--- config.mk ---
export PLATFORM = sky130hd
export DESIGN_NAME = shift_sequencer
export DESIGN_NICKNAME = d
export VERILOG_FILES = /design/src/rtl/alu_shift_pkg.sv /design/src/rtl/shifter.sv /design/src/rtl/shift_sequencer.sv
export SDC_FILE = /design/constraint.sdc
export NUM_CORES = 1
export LEC_CHECK = 0
export CAP_MARGIN = 15
export CORE_MARGIN = 4
export CORE_UTILIZATION = 42
export CTS_BUF_LIST = sky130_fd_sc_hd__clkbuf_8 sky130_fd_sc_hd__clkbuf_16
export CTS_CLUSTER_SIZE = 28
export DETAILED_ROUTE_END_ITERATION = 6
export HOLD_SLACK_MARGIN = 0.02
export PLACE_DENSITY = 0.84
export REMOVE_ABC_BUFFERS = 1
export SETUP_SLACK_MARGIN = 0.1
export SLEW_MARGIN = 20
export SYNTH_ARGS = -nofsm -noshare
export SYNTH_HDL_FRONTEND = slang
export SYNTH_SLANG_ARGS = --single-unit
--- constraint.sdc ---
create_clock -name clk -period 1.25 [get_ports clk]
set_input_delay 0.25 -clock clk [delete_from_list [all_inputs] [get_ports clk]]
set_output_delay 0.25 -clock clk [all_outputs]
set_load 0.02 [all_outputs]
--- src/rtl/alu_shift_pkg.sv ---
// ============================================================================
// Module  : alu_shift_pkg
// Purpose : Shared constants and state type for the ALU multi-bit shift path.
// Revision: 1.0 - initial release
// ============================================================================
`default_nettype none

package alu_shift_pkg;

    localparam int SHIFT_W     = 32;
    localparam int SHIFT_AMT_W = 5;

    localparam logic [1:0] ST_IDLE  = 2'd0;
    localparam logic [1:0] ST_SHIFT = 2'd1;
    localparam logic [1:0] ST_DONE  = 2'd2;

    localparam logic DIR_RIGHT = 1'b0;
    localparam logic DIR_LEFT  = 1'b1;

    typedef enum logic [1:0] {
        S_IDLE  = ST_IDLE,
        S_SHIFT = ST_SHIFT,
        S_DONE  = ST_DONE
    } seq_state_t;

endpackage : alu_shift_pkg

`default_nettype wire

--- src/rtl/shifter.sv ---
// ============================================================================
// Module  : shifter
// Purpose : Single-bit logical shift cell; passes the operand through when
//           shift is low.
// Revision: 1.0 - initial release
// ============================================================================
`default_nettype none

module shifter
    import alu_shift_pkg::*;
#(
    parameter int WIDTH = SHIFT_W
) (
    input  logic [WIDTH-1:0] in,
    input  logic             shiftdir,
    input  logic             shift,
    output logic [WIDTH-1:0] out
);

    always_comb begin
        out = in;
        if (shift) begin
            if (shiftdir == DIR_LEFT) begin
                out = {in[WIDTH-2:0], 1'b0};
            end else begin
                out = {1'b0, in[WIDTH-1:1]};
            end
        end
    end

endmodule : shifter

`default_nettype wire

--- src/rtl/shift_sequencer.sv ---
// ============================================================================
// Module  : shift_sequencer
// Purpose : Multi-bit shift controller; steps the single-bit shifter cell once
//           per clock. Optional SRA behaviour under macro ARITH_SHIFT_EN.
// Revision: 1.0 - initial release
// ============================================================================
`default_nettype none

module shift_sequencer
    import alu_shift_pkg::*;
#(
    parameter int WIDTH = SHIFT_W,
    parameter int AMT_W = SHIFT_AMT_W
) (
    input  logic             clk,
    input  logic             rst,
    input  logic             in_valid,
    output logic             in_ready,
    input  logic [WIDTH-1:0] in_data,
    input  logic [AMT_W-1:0] in_amt,
    input  logic             in_dir,
    input  logic             in_arith,
    output logic             out_valid,
    input  logic             out_ready,
    output logic [WIDTH-1:0] out_data,
    output logic             busy
);

    seq_state_t       r_state;
    seq_state_t       w_next_state;
    logic [WIDTH-1:0] r_acc;
    logic [AMT_W-1:0] r_cnt;
    logic             r_dir;
    logic [WIDTH-1:0] w_cell_out;
    logic [WIDTH-1:0] w_acc_step;
    logic             w_accept;

    assign w_accept = in_valid && (r_state == S_IDLE);

    shifter #(
        .WIDTH    (WIDTH)
    ) u_shifter (
        .in       (r_acc),
        .shiftdir (r_dir),
        .shift    (1'b1),
        .out      (w_cell_out)
    );

`ifdef ARITH_SHIFT_EN
    logic r_arith;
    logic r_sign;

    // Re-inject the captured sign bit on every right step for SRA.
    always_comb begin
        w_acc_step = w_cell_out;
        if ((r_dir == DIR_RIGHT) && r_arith) begin
            w_acc_step[WIDTH-1] = r_sign;
        end
    end

    always_ff @(posedge clk) begin
        if (rst) begin
            r_arith <= 1'b0;
            r_sign  <= 1'b0;
        end else if (w_accept) begin
            r_arith <= in_arith;
            r_sign  <= in_data[WIDTH-1];
        end
    end
`else
    logic w_unused_arith;
    assign w_unused_arith = in_arith;
    assign w_acc_step     = w_cell_out;
`endif

    always_comb begin
        w_next_state = r_state;
        case (r_state)
            S_IDLE: begin
                if (in_valid) begin
                    w_next_state = (in_amt != '0) ? S_SHIFT : S_DONE;
                end
            end
            S_SHIFT: begin
                if (r_cnt == AMT_W'(1)) begin
                    w_next_state = S_DONE;
                end
            end
            S_DONE: begin
                if (out_ready) begin
                    w_next_state = S_IDLE;
                end
            end
            default: w_next_state = S_IDLE;
        endcase
    end

    always_ff @(posedge clk) begin
        if (rst) begin
            r_state <= S_IDLE;
            r_acc   <= '0;
            r_cnt   <= '0;
            r_dir   <= DIR_RIGHT;
        end else begin
            r_state <= w_next_state;
            if (w_accept) begin
                r_acc <= in_data;
                r_cnt <= in_amt;
                r_dir <= in_dir;
            end else if (r_state == S_SHIFT) begin
                r_acc <= w_acc_step;
                r_cnt <= r_cnt - AMT_W'(1);
            end
        end
    end

    assign in_ready  = (r_state == S_IDLE);
    assign busy      = (r_state == S_SHIFT);
    assign out_valid = (r_state == S_DONE);
    assign out_data  = (r_state == S_DONE) ? r_acc : '0;

endmodule : shift_sequencer

`default_nettype wire

==> metrics, run 1 <==
Clock Latency Late Sink=310 ps; commonest cells in the netlist=dfxtp_1 (40), and2_1 (32), mux2_2 (30), mux2i_1 (30), o2bb2ai_1 (30); residual DRC count=0; diode count=0; Synth top area share=0.336; Routed Wire Length=~7700 µm; Post-synth EDFFs=0; initial core utilization=0.432; mapped cell area=2380 µm²; Fillers=about 400; global-route wire length before repair=around 12000 µm; Async SR Flop Fraction=0; post-synth cell types=36; synthesized instance count=between 200 and 250; period utilization=1.32; number of global-route vias before repair=between 2k and 2.5k; core area=~5500 µm²; Max transition margin=0.802; routed vias=approximately 2.3k; CP peak stage delay=about 330 ps; top-count cell post-synth=dfxtp_1; RSZ-0062 raised after global routing=true; failing checks=negative setup slack; Final ANT Viol Nets=0; flops & latches, synth=40; initial antenna violation count=0; row cnt=27; Root Buffer Master=clkbuf_8; WP buf/inv=2; synthesized area per cell=between 9 and 10 µm²; Power per Cell Area=1650 nW/µm²; total area of sequential cells=~800 µm²; clock slew at reported path FFs=about 90 ps; ratio of cells with drive above 1 in the final layout=0.501; fin crit period=around 1600 ps; Fin. Hold Viols=0; HP Class=input pin to flip-flop; post-synth top area cell=dfxtp_1; Die ar.=6930 µm²; fin nets=between 400 and 500; CP Data Required Time=1000 ps; CTS Buf Count=5; register area share after synthesis=0.336; H-tree depth=2; CTS hold repair buffers=0; clock tree buffer depth=2; Port Buffers=76; worst-path fanout max=8; area grow syn2layout=70.1%; status=finished with violations; CTS Sinks=40; Ys Warns=0; CP cell instances=and2b_4 -> buf_6 -> and2_4 -> buf_6; die width=between 80 and 90 µm; WS Path Type=flip-flop to output pin; global placement routability congestion=0.793; DRT iter0 DRCs=approximately 90; total of max-cap violations=0; grt total ovfl=0; Vias/cell=~5.3; worst slew pin tran=between 200 and 300 ps; Routed wire per std cell=17.7 µm; FMAX=just over 0.6 GHz; pin count of the biggest net entering global routing=22; Setup WS pre-CTS=-571 ps; leakage=approximately 1.8 nW; die extent in y=~83 µm; final setup violating endpoints=between 60 and 70; Critical Path Sink Type=output pin; Critical Path Most Common Cell=buf_6; Max IR drop VDD=1.33 mV; Hold Slack=between 300 and 400 ps; CTS tree=yes; Global Route Usage Sum=0.206; Main synth FF type=dfxtp_1; Critical Path Source Type=flip-flop; Setup Skew=approximately 12 ps; DRT Pass-1 Iters=4; fin. max-slew vios=0; CP delay by family, top=simple AND/OR/NAND/NOR gates; setup ws final=-395 ps; worst reg2reg setup slack=-370 ps; I/O pin count=78; Worst EP arrival=between 1000 and 1500 ps; top cells by area, synth=dfxtp_1 (34%), mux2_2 (14%), mux2i_1 (13%); area of the multi-input gates=between 1500 and 2000 µm²; Detail Placement HPWL=about 4600 µm; CP max stage cell=dfxtp_2
power by group:
part / internal [mW] / total (mW) / switching (mW)
clock network: 0.585 / 1.07 / 0.483
registers: 1.61 / 1.85 / 0.238
logic: 2.09 / 3.77 / 1.68
total: 4.28 / 6.68 / 2.40
per-stage QoR:
step / total power, mW / utilization / std cells / instance area [µm²] / TNS, ps
after floorplan: 3.45 / - / 219 / 2260 / -41640
after global placement: 4.66 / 0.643 / 419 / 3540 / -32930
after detailed placement: 4.76 / 0.643 / 419 / 3540 / -34380
after CTS: 6.24 / 0.702 / 433 / 3870 / -20820
after global routing: 7.02 / 0.735 / 437 / 4050 / -23830
final: 6.68 / 0.735 / 437 / 4050 / -21670
area by class of cell:
cell class | count | area share
repair buffers | 138 | 0.347
inverters | 4 | 0.00371
clock inverters | 3 | 0.00958
multi-input cells | 175 | 0.401
well taps | 72 | 0.0223
clock buffers | 5 | 0.0170
flip-flops and latches | 40 | 0.199
worst register-to-register path, stage by stage, from the launching register on:
cell and delay (ps):
dfxtp_2 330, buf_6 150, or3b_4 520, buf_16 200
mux2i_2 200, o2bb2ai_1 100
metal layers:
metal	routed length, µm	part of all wire	track usage	vias to the layer above
li1	-	-	-	1129
met2	3870	0.50	0.357	73
met5	0	0	0	-
met4	140	0.018	0.0684	0
met1	3270	0.42	0.246	1098
met3	426	0.055	0.0546	14
cells by family (layout without fill, tap and decap cells):
family	Yosys count	after routing	share of synthesized area
AO/OA/AOI/OAI	51	51	0.171
adder cells (fa/ha/maj)	2	2	0.0105
buffers and inverters	25	150	0.0557
multiplexers	60	60	0.268
flip-flops	40	40	0.336
AND/OR/NAND/NOR	62	62	0.158
worst paths after layout:
kind                                 start           to  cells after the start
worst max-delay path            r_state[0]  out_data[0]                      4
worst max register to register  r_state[0]    r_acc[12]                      5
worst min-delay path             in_amt[2]     r_cnt[2]                      3
worst min register to register    r_cnt[0]     r_cnt[0]                      2
state kept, by name, indices dropped and copies added (netlist names):
signal	flops
r_dir	1
r_acc	32
r_state	2
r_cnt	5
cell usage in the layout (no fill, tap or decap), types with 2 or more instances in the layout:
master / Yosys / final
buf_16: 0 / 2
mux2i_2: 0 / 4
o2bb2ai_1: 30 / 29
inv_1: 4 / 4
a22oi_1: 2 / 2
nand2_1: 7 / 7
buf_4: 1 / 49
a21o_1: 3 / 3
dfxtp_1: 40 / 37
clkbuf_16: 0 / 2
ha_1: 2 / 2
nor3b_2: 0 / 2
o21bai_4: 0 / 2
dfxtp_2: 0 / 3
buf_6: 3 / 40
nand3_1: 2 / 2
clkdlybuf4s50_1: 0 / 36
dlygate4sd2_1: 0 / 4
a31oi_1: 2 / 2
mux2_2: 30 / 30
and2_1: 32 / 5
nand3b_1: 5 / 5
nor2_1: 4 / 4
a21oi_1: 6 / 5
and2_4: 0 / 27
mux2i_1: 30 / 25
clkbuf_8: 0 / 5
buf_12: 0 / 3
timing repair:
item / 4_1_cts / 5_1_grt
gates resized for setup: 244 / 35
cloned: 5 / 2
pin swaps: 15 / 26
buffers inserted: 1 / 2
setup endpoints to repair: 74 / 74
No activity file was read; power rests on OpenSTA's default activity.
==> inputs of run 2 (changes only) <==
Settings changed: CORE_UTILIZATION 42 to 24, GPL_ROUTABILITY_DRIVEN from default to 0, PLACE_DENSITY 0.84 to 0.56.
==> run 2 against run 1 <==
Net effect: the flow still finishes with violations (negative setup slack); setup slack better by 30 ps; hold slack better by 120 ps; first-iteration DRC count down 41%; critical path type unchanged; largest power group unchanged; highest routed layer unchanged.
==> metrics, run 2 (synthesized netlist as in run 1, its figures left out) <==
status=finished with violations; failing checks=negative setup slack; ratio of cells with drive above 1 in the final layout=0.578 (+0.0762); number of global-route vias before repair=2448 (+5.8%); total of max-cap violations=0 (unchanged); commonest non-fill, non-tap cell in the layout=buf_6; HP Class=input pin to flip-flop; fin. max-slew vios=0 (unchanged); Root Buffer Master=clkbuf_8; Max transition margin=0.793 (-0.00958); Setup Skew=5.78 ps (-6.54 ps); Routed Wire Length=8850 µm (+15%); Power per Cell Area=1730 nW/µm² (+5.0%); commonest non-fill, non-tap cells in the layout=buf_6 (56), buf_4 (54), clkdlybuf4s50_1 (39); Vias/cell=4.55 (-14%); Worst EP arrival=1360 ps (-30 ps); DRT Pass-1 Iters=4 (unchanged); Fin. Hold Viols=0 (unchanged); worst reg2reg endpoint=r_acc[4]; Worst setup startpoint=r_state[0]; initial antenna violation count=0 (unchanged); Hold Path Depth=4 (+1); Max IR drop VDD=0.923 mV (-31%); CP peak stage delay=330 ps (about the same); setup ws final=-365 ps (+29.9 ps); initial core utilization=0.245 (-0.188); leakage=2.04 nW (+12%); CP max stage cell=dfxtp_2; worst slew pin tran=311 ps (+15.0 ps); Final Instance Area=4670 µm² (+15%); biggest regs=r_acc (32), r_cnt (5), r_state (2); die extent in y=108 µm (+29%); row cnt=36 (+33%); Cell Count, Final, Fillers Out=526 (+20%); core area=9730 µm² (+77%); H-tree depth=2 (unchanged); period utilization=1.29 (-0.0239); Worst Hold End=r_cnt[3]; worst reg2reg setup slack=-310 ps (+60 ps); clock slew at reported path FFs=80 ps (about the same); die width=108 µm (+29%); Post-Place Cells=483 (+15%); placed cell area=3650 µm² (+3.1%); Routed wire per std cell=16.8 µm (-4.8%); Clock Latency Late Sink=300 ps (about the same); CTS Sinks=40 (unchanged); Die ar.=11600 µm² (+67%); Detail Placement HPWL=5010 µm (+9.1%); area grow syn2layout=96.2%; Critical Path Sink Type=output pin; Sw Pwr=2.84 mW (+18%); RR Startpoint=r_state[0]; Global Route Usage Sum=0.140 (-0.0664); clock tree buffer depth=2 (unchanged); hold path startpoint=in_amt[3]; fin nets=437 (+6.8%); FMAX=0.619 GHz (+1.9%); CTS Buf Count=5 (unchanged); CTS hold repair buffers=0 (unchanged); grt total ovfl=0 (unchanged); worst-path fanout max=15 (+7); CP Data Required Time=1000 ps (about the same); I/O pin count=78 (unchanged); Port Buffers=76 (unchanged); Clock power frac=0.148 (-0.012); global-route wire length before repair=12600 µm (+9.0%); fin crit period=1610 ps (-29.9 ps); residual DRC count=0 (unchanged); combinational share of power=0.626 (+0.062); routed vias=2391 (+3.3%); WS Path Type=flip-flop to output pin; CP cell instances=and2b_4 -> buf_16 -> and2_4 -> buf_6; Final ANT Viol Nets=0 (unchanged); pin count of the biggest net entering global routing=31 (+41%); Flop pwr share=0.226 (-0.050); diode count=0 (unchanged); Most flops, register=r_acc; DRT iter0 DRCs=54 (-41%); R2R depth=6 (+1); CTS tree=yes; switch share=0.350 (-0.00933); internal power=5.26 mW (+23%); max reg flops=32 (unchanged); Critical Path Source Type=flip-flop; RSZ-0062 raised after global routing=true; final setup violating endpoints=75 (+10%)
[run 2: changes by cell type in the layout (fill, tap and decap cells not counted), sizes merged]
cell,change
clkdlybuf4s50,+3
dlygate4sd2,-2
dlymetal6s2s,-1
inv,-1
clkbuf,+4
buf,+26
clkinv,-1
[run 2: worst max-delay path, delay by kind of cell (launching register included)]
family	cells	cell delay (ps)
buf+inv	2	270
flops	1	330
simple gates	2	460
[run 2: area by class of cell]
| cell class | count | area (µm²) |
|---|---|---|
| clock inverter | 1 | 30.0 |
| multi-input combinational | 175 | 1770 |
| timing repair buffer | 166 | 1790 |
| fill | 930 | 5060 |
| clock buffer | 7 | 96.3 |
| tap | 133 | 166 |
| sequential | 40 | 803 |
| inverter | 4 | 15.0 |
[run 2: stage by stage]
| stage | power, mW | util | setup WS, ps | setup TNS [ps] | hold WS, ps |
|---|---|---|---|---|---|
| floorplan | 3.45 | - | -872 | -41640 | 319 |
| global placement | 4.82 | 0.376 | -546 | -35110 | 493 |
| detailed placement | 4.86 | 0.376 | -565 | -35600 | 505 |
| CTS | 7.34 | 0.437 | -387 | -24570 | 509 |
| global route | 8.49 | 0.480 | -421 | -24540 | 503 |
| finish | 8.09 | 0.480 | -365 | -21030 | 489 |
[run 2: metal layers]
| metal | share of wire | track usage | wire length, µm | vias up |
|---|---|---|---|---|
| met5 | 0 | 0 | 0 | - |
| met4 | 0.0093 | 0.0361 | 82 | 0 |
| met3 | 0.043 | 0.0276 | 381 | 6 |
| met2 | 0.51 | 0.247 | 4530 | 58 |
| met1 | 0.44 | 0.173 | 3850 | 1139 |
| li1 | - | - | - | 1188 |
[run 2: power groups by stage]
stage / Clock (mW) / Sequential, mW / Combinational (mW)
5_1_grt: 1.26 / 1.87 / 5.36
3_3_place_gp: 0 / 1.80 / 3.02
2_1_floorplan: 0 / 1.91 / 1.54
4_1_cts: 1.22 / 1.80 / 4.32
3_5_place_dp: 0 / 1.80 / 3.06
6_report: 1.20 / 1.83 / 5.07
[run 2: worst max path at each step]
stage                         endpoint  slack [ps]
final                      out_data[3]        -360
after global routing      out_data[22]        -420
after CTS                  out_data[4]        -390
after detailed placement     r_acc[10]        -570
after global placement        r_acc[8]        -550
after floorplan              r_acc[10]        -870
[run 2: repair_timing]
item / CTS / global route
setup buffers: 15 / 16
pin swaps: 33 / 32
setup endpoints to repair: 75 / 75
cloned: 6 / 5
gates resized for setup: 251 / 73
==> inputs of run 3 (changes only) <==
Settings changed: CORE_ASPECT_RATIO from default to 1.2.
==> run 3 against run 2 <==
Net effect: design area shrank 14%; clock skew shrank 1.1 ps; the flow still finishes with violations (negative setup slack); critical endpoint is now out_data[5]; critical path depth is the same.
==> metrics, run 3 (synthesized netlist as in run 1, its figures left out) <==
residual DRC count=0 (unchanged); DRT Pass-1 Iters=4 (unchanged); Fin. Hold Viols=0 (unchanged); clock tree buffer depth=2 (unchanged); Setup WS pre-CTS=-570 ps (-4.52 ps); setup ws final=-318 ps (+46.9 ps); fin nets=414 (-5.3%); initial antenna violation count=0 (unchanged); worst reg2reg setup slack=-310 ps (about the same); failing checks=negative setup slack; CTS Buf Count=5 (unchanged); grt total ovfl=0 (unchanged); max reg flops=32 (unchanged); status=finished with violations; Root Buffer Master=clkbuf_16; DRT iter0 DRCs=50 (-7.4%); fin. max-slew vios=0 (unchanged); internal power=4.48 mW (-15%); Cell Count, Final, Fillers Out=492 (-6.5%); H-tree depth=2 (unchanged); Detail Placement HPWL=5000 µm (-0.28%); I/O pin count=78 (unchanged); CTS tree=yes; Clock power frac=0.194 (+0.046); row cnt=39 (+8.3%); routed vias=2249 (-5.9%); ratio of cells with drive above 1 in the final layout=0.450 (-0.128); combinational share of power=0.539 (-0.087); total of max-cap violations=0 (unchanged); setup TNS=-18500 ps (+2530 ps); worst-path fanout max=23 (+8); CTS Sinks=40 (unchanged); Die ar.=11600 µm² (about the same); Final ANT Viol Nets=0 (unchanged); Critical Path Sink Type=output pin; Max IR drop VDD=0.870 mV (-5.8%); worst slew pin tran=424 ps (+114 ps); global-route wire length before repair=11700 µm (-7.3%); fin crit period=1570 ps (-46.9 ps); number of global-route vias before repair=2307 (-5.8%); Critical Path Source Type=flip-flop; Max transition margin=0.714 (-0.0785); core area=9610 µm² (-1.2%); Clock Latency Late Sink=270 ps (-30 ps); Vias/cell=4.57 (+0.56%); Routed wire per std cell=15.0 µm (-11%); CTS hold repair buffers=0 (unchanged); Sw Pwr=2.29 mW (-19%); biggest regs=r_acc (32), r_cnt (5), r_state (2); Routed Wire Length=7400 µm (-16%); FMAX=0.638 GHz (+3.0%); die extent in y=117 µm (+8.8%); switch share=0.338 (-0.0124); Worst EP arrival=1320 ps (-40 ps); leakage=1.83 nW (-10%); Final Instance Area=4000 µm² (-14%); total power draw=6.77 mW (-16%); HP Class=flip-flop to flip-flop; WS Path Type=flip-flop to output pin; RSZ-0062 raised after global routing=true; clock slew at reported path FFs=60 ps (-20 ps); Most flops, register=r_acc; final setup violating endpoints=72 (-4.0%); diode count=0 (unchanged); Port Buffers=76 (unchanged); die width=98.9 µm (-8.1%); Flop pwr share=0.267 (+0.041); Global Route Usage Sum=0.123 (-0.0163); Setup Skew=4.69 ps (-1.10 ps); Post-Place Cells=473 (-2.1%); area grow syn2layout=68.2%; period utilization=1.25 (-0.0376); commonest non-fill, non-tap cells in the layout=buf_4 (50), dfxtp_1 (37), clkdlybuf4s50_1 (36); initial core utilization=0.248 (+0.00296); Power per Cell Area=1690 nW/µm² (-2.5%); pin count of the biggest net entering global routing=31 (unchanged); CP Data Required Time=1000 ps (about the same); commonest non-fill, non-tap cell in the layout=buf_4; placed cell area=3670 µm² (+0.34%)
## run 3: cell count changes in the layout (fill, tap and decap cells not counted), sizes merged
cell	change
bufinv	-1
clkdlybuf4s15	+1
clkbuf	-2
buf	-22
dlygate4sd2	+3
clkdlybuf4s50	-3
## run 3: stage by stage
| step | hold WS (ps) | utilization |
|---|---|---|
| 2_1_floorplan | 319 | - |
| 6_report | 505 | 0.416 |
| 3_5_place_dp | 498 | 0.381 |
| 3_3_place_gp | 495 | 0.381 |
| 5_1_grt | 522 | 0.416 |
| 4_1_cts | 507 | 0.404 |
## run 3: final timing paths
check / start / endpoint / cells past startpoint
worst min register to register: r_cnt[0] / r_cnt[0] / 2
worst max-delay path: r_state[0] / out_data[5] / 4
worst min-delay path: r_cnt[0] / r_cnt[0] / 2
worst max register to register: r_state[0] / r_acc[29] / 5
## run 3: timing repair
action                                 in CTS  in global routing
endpoints found under the hold margin       0                  0
gates resized for setup                   195                 15
setup endpoints to repair                  74                 75
pin swaps                                  16                  2
buffers inserted                            7                  2
cloned                                      1                  2
## run 3: critical path, cell delays in order, from the launching register on
cell and delay, ps:
dfxtp_2 320, and2b_2 250, buf_12 150, and2_1 160
buf_2 160
## run 3: power groups by stage
stage          logic (mW)  registers [mW]  clock network, mW
6_report             3.65            1.80               1.31
5_1_grt              3.95            1.85               1.42
4_1_cts              3.44            1.80               1.37
3_5_place_dp         3.07            1.81                  0
3_3_place_gp         3.02            1.80                  0
2_1_floorplan        1.54            1.91                  0
## run 3: metal layers
layer,share of wire,GRT usage,up-vias,wire (µm)
li1,-,-,1132,-
met1,0.46,0.156,1063,3370
met2,0.49,0.215,52,3620
met3,0.052,0.0267,2,382
met4,0.0031,0.0310,0,23
met5,0,0,-,0
## run 3: area by class of cell
| cell class | instances | area (µm²) |
|---|---|---|
| sequential | 40 | 805 |
| tap | 123 | 154 |
| clock buffer | 7 | 153 |
| multi-input combinational | 175 | 1540 |
| fill | 964 | 5610 |
| inverter | 4 | 15.0 |
| timing repair buffer | 143 | 1340 |
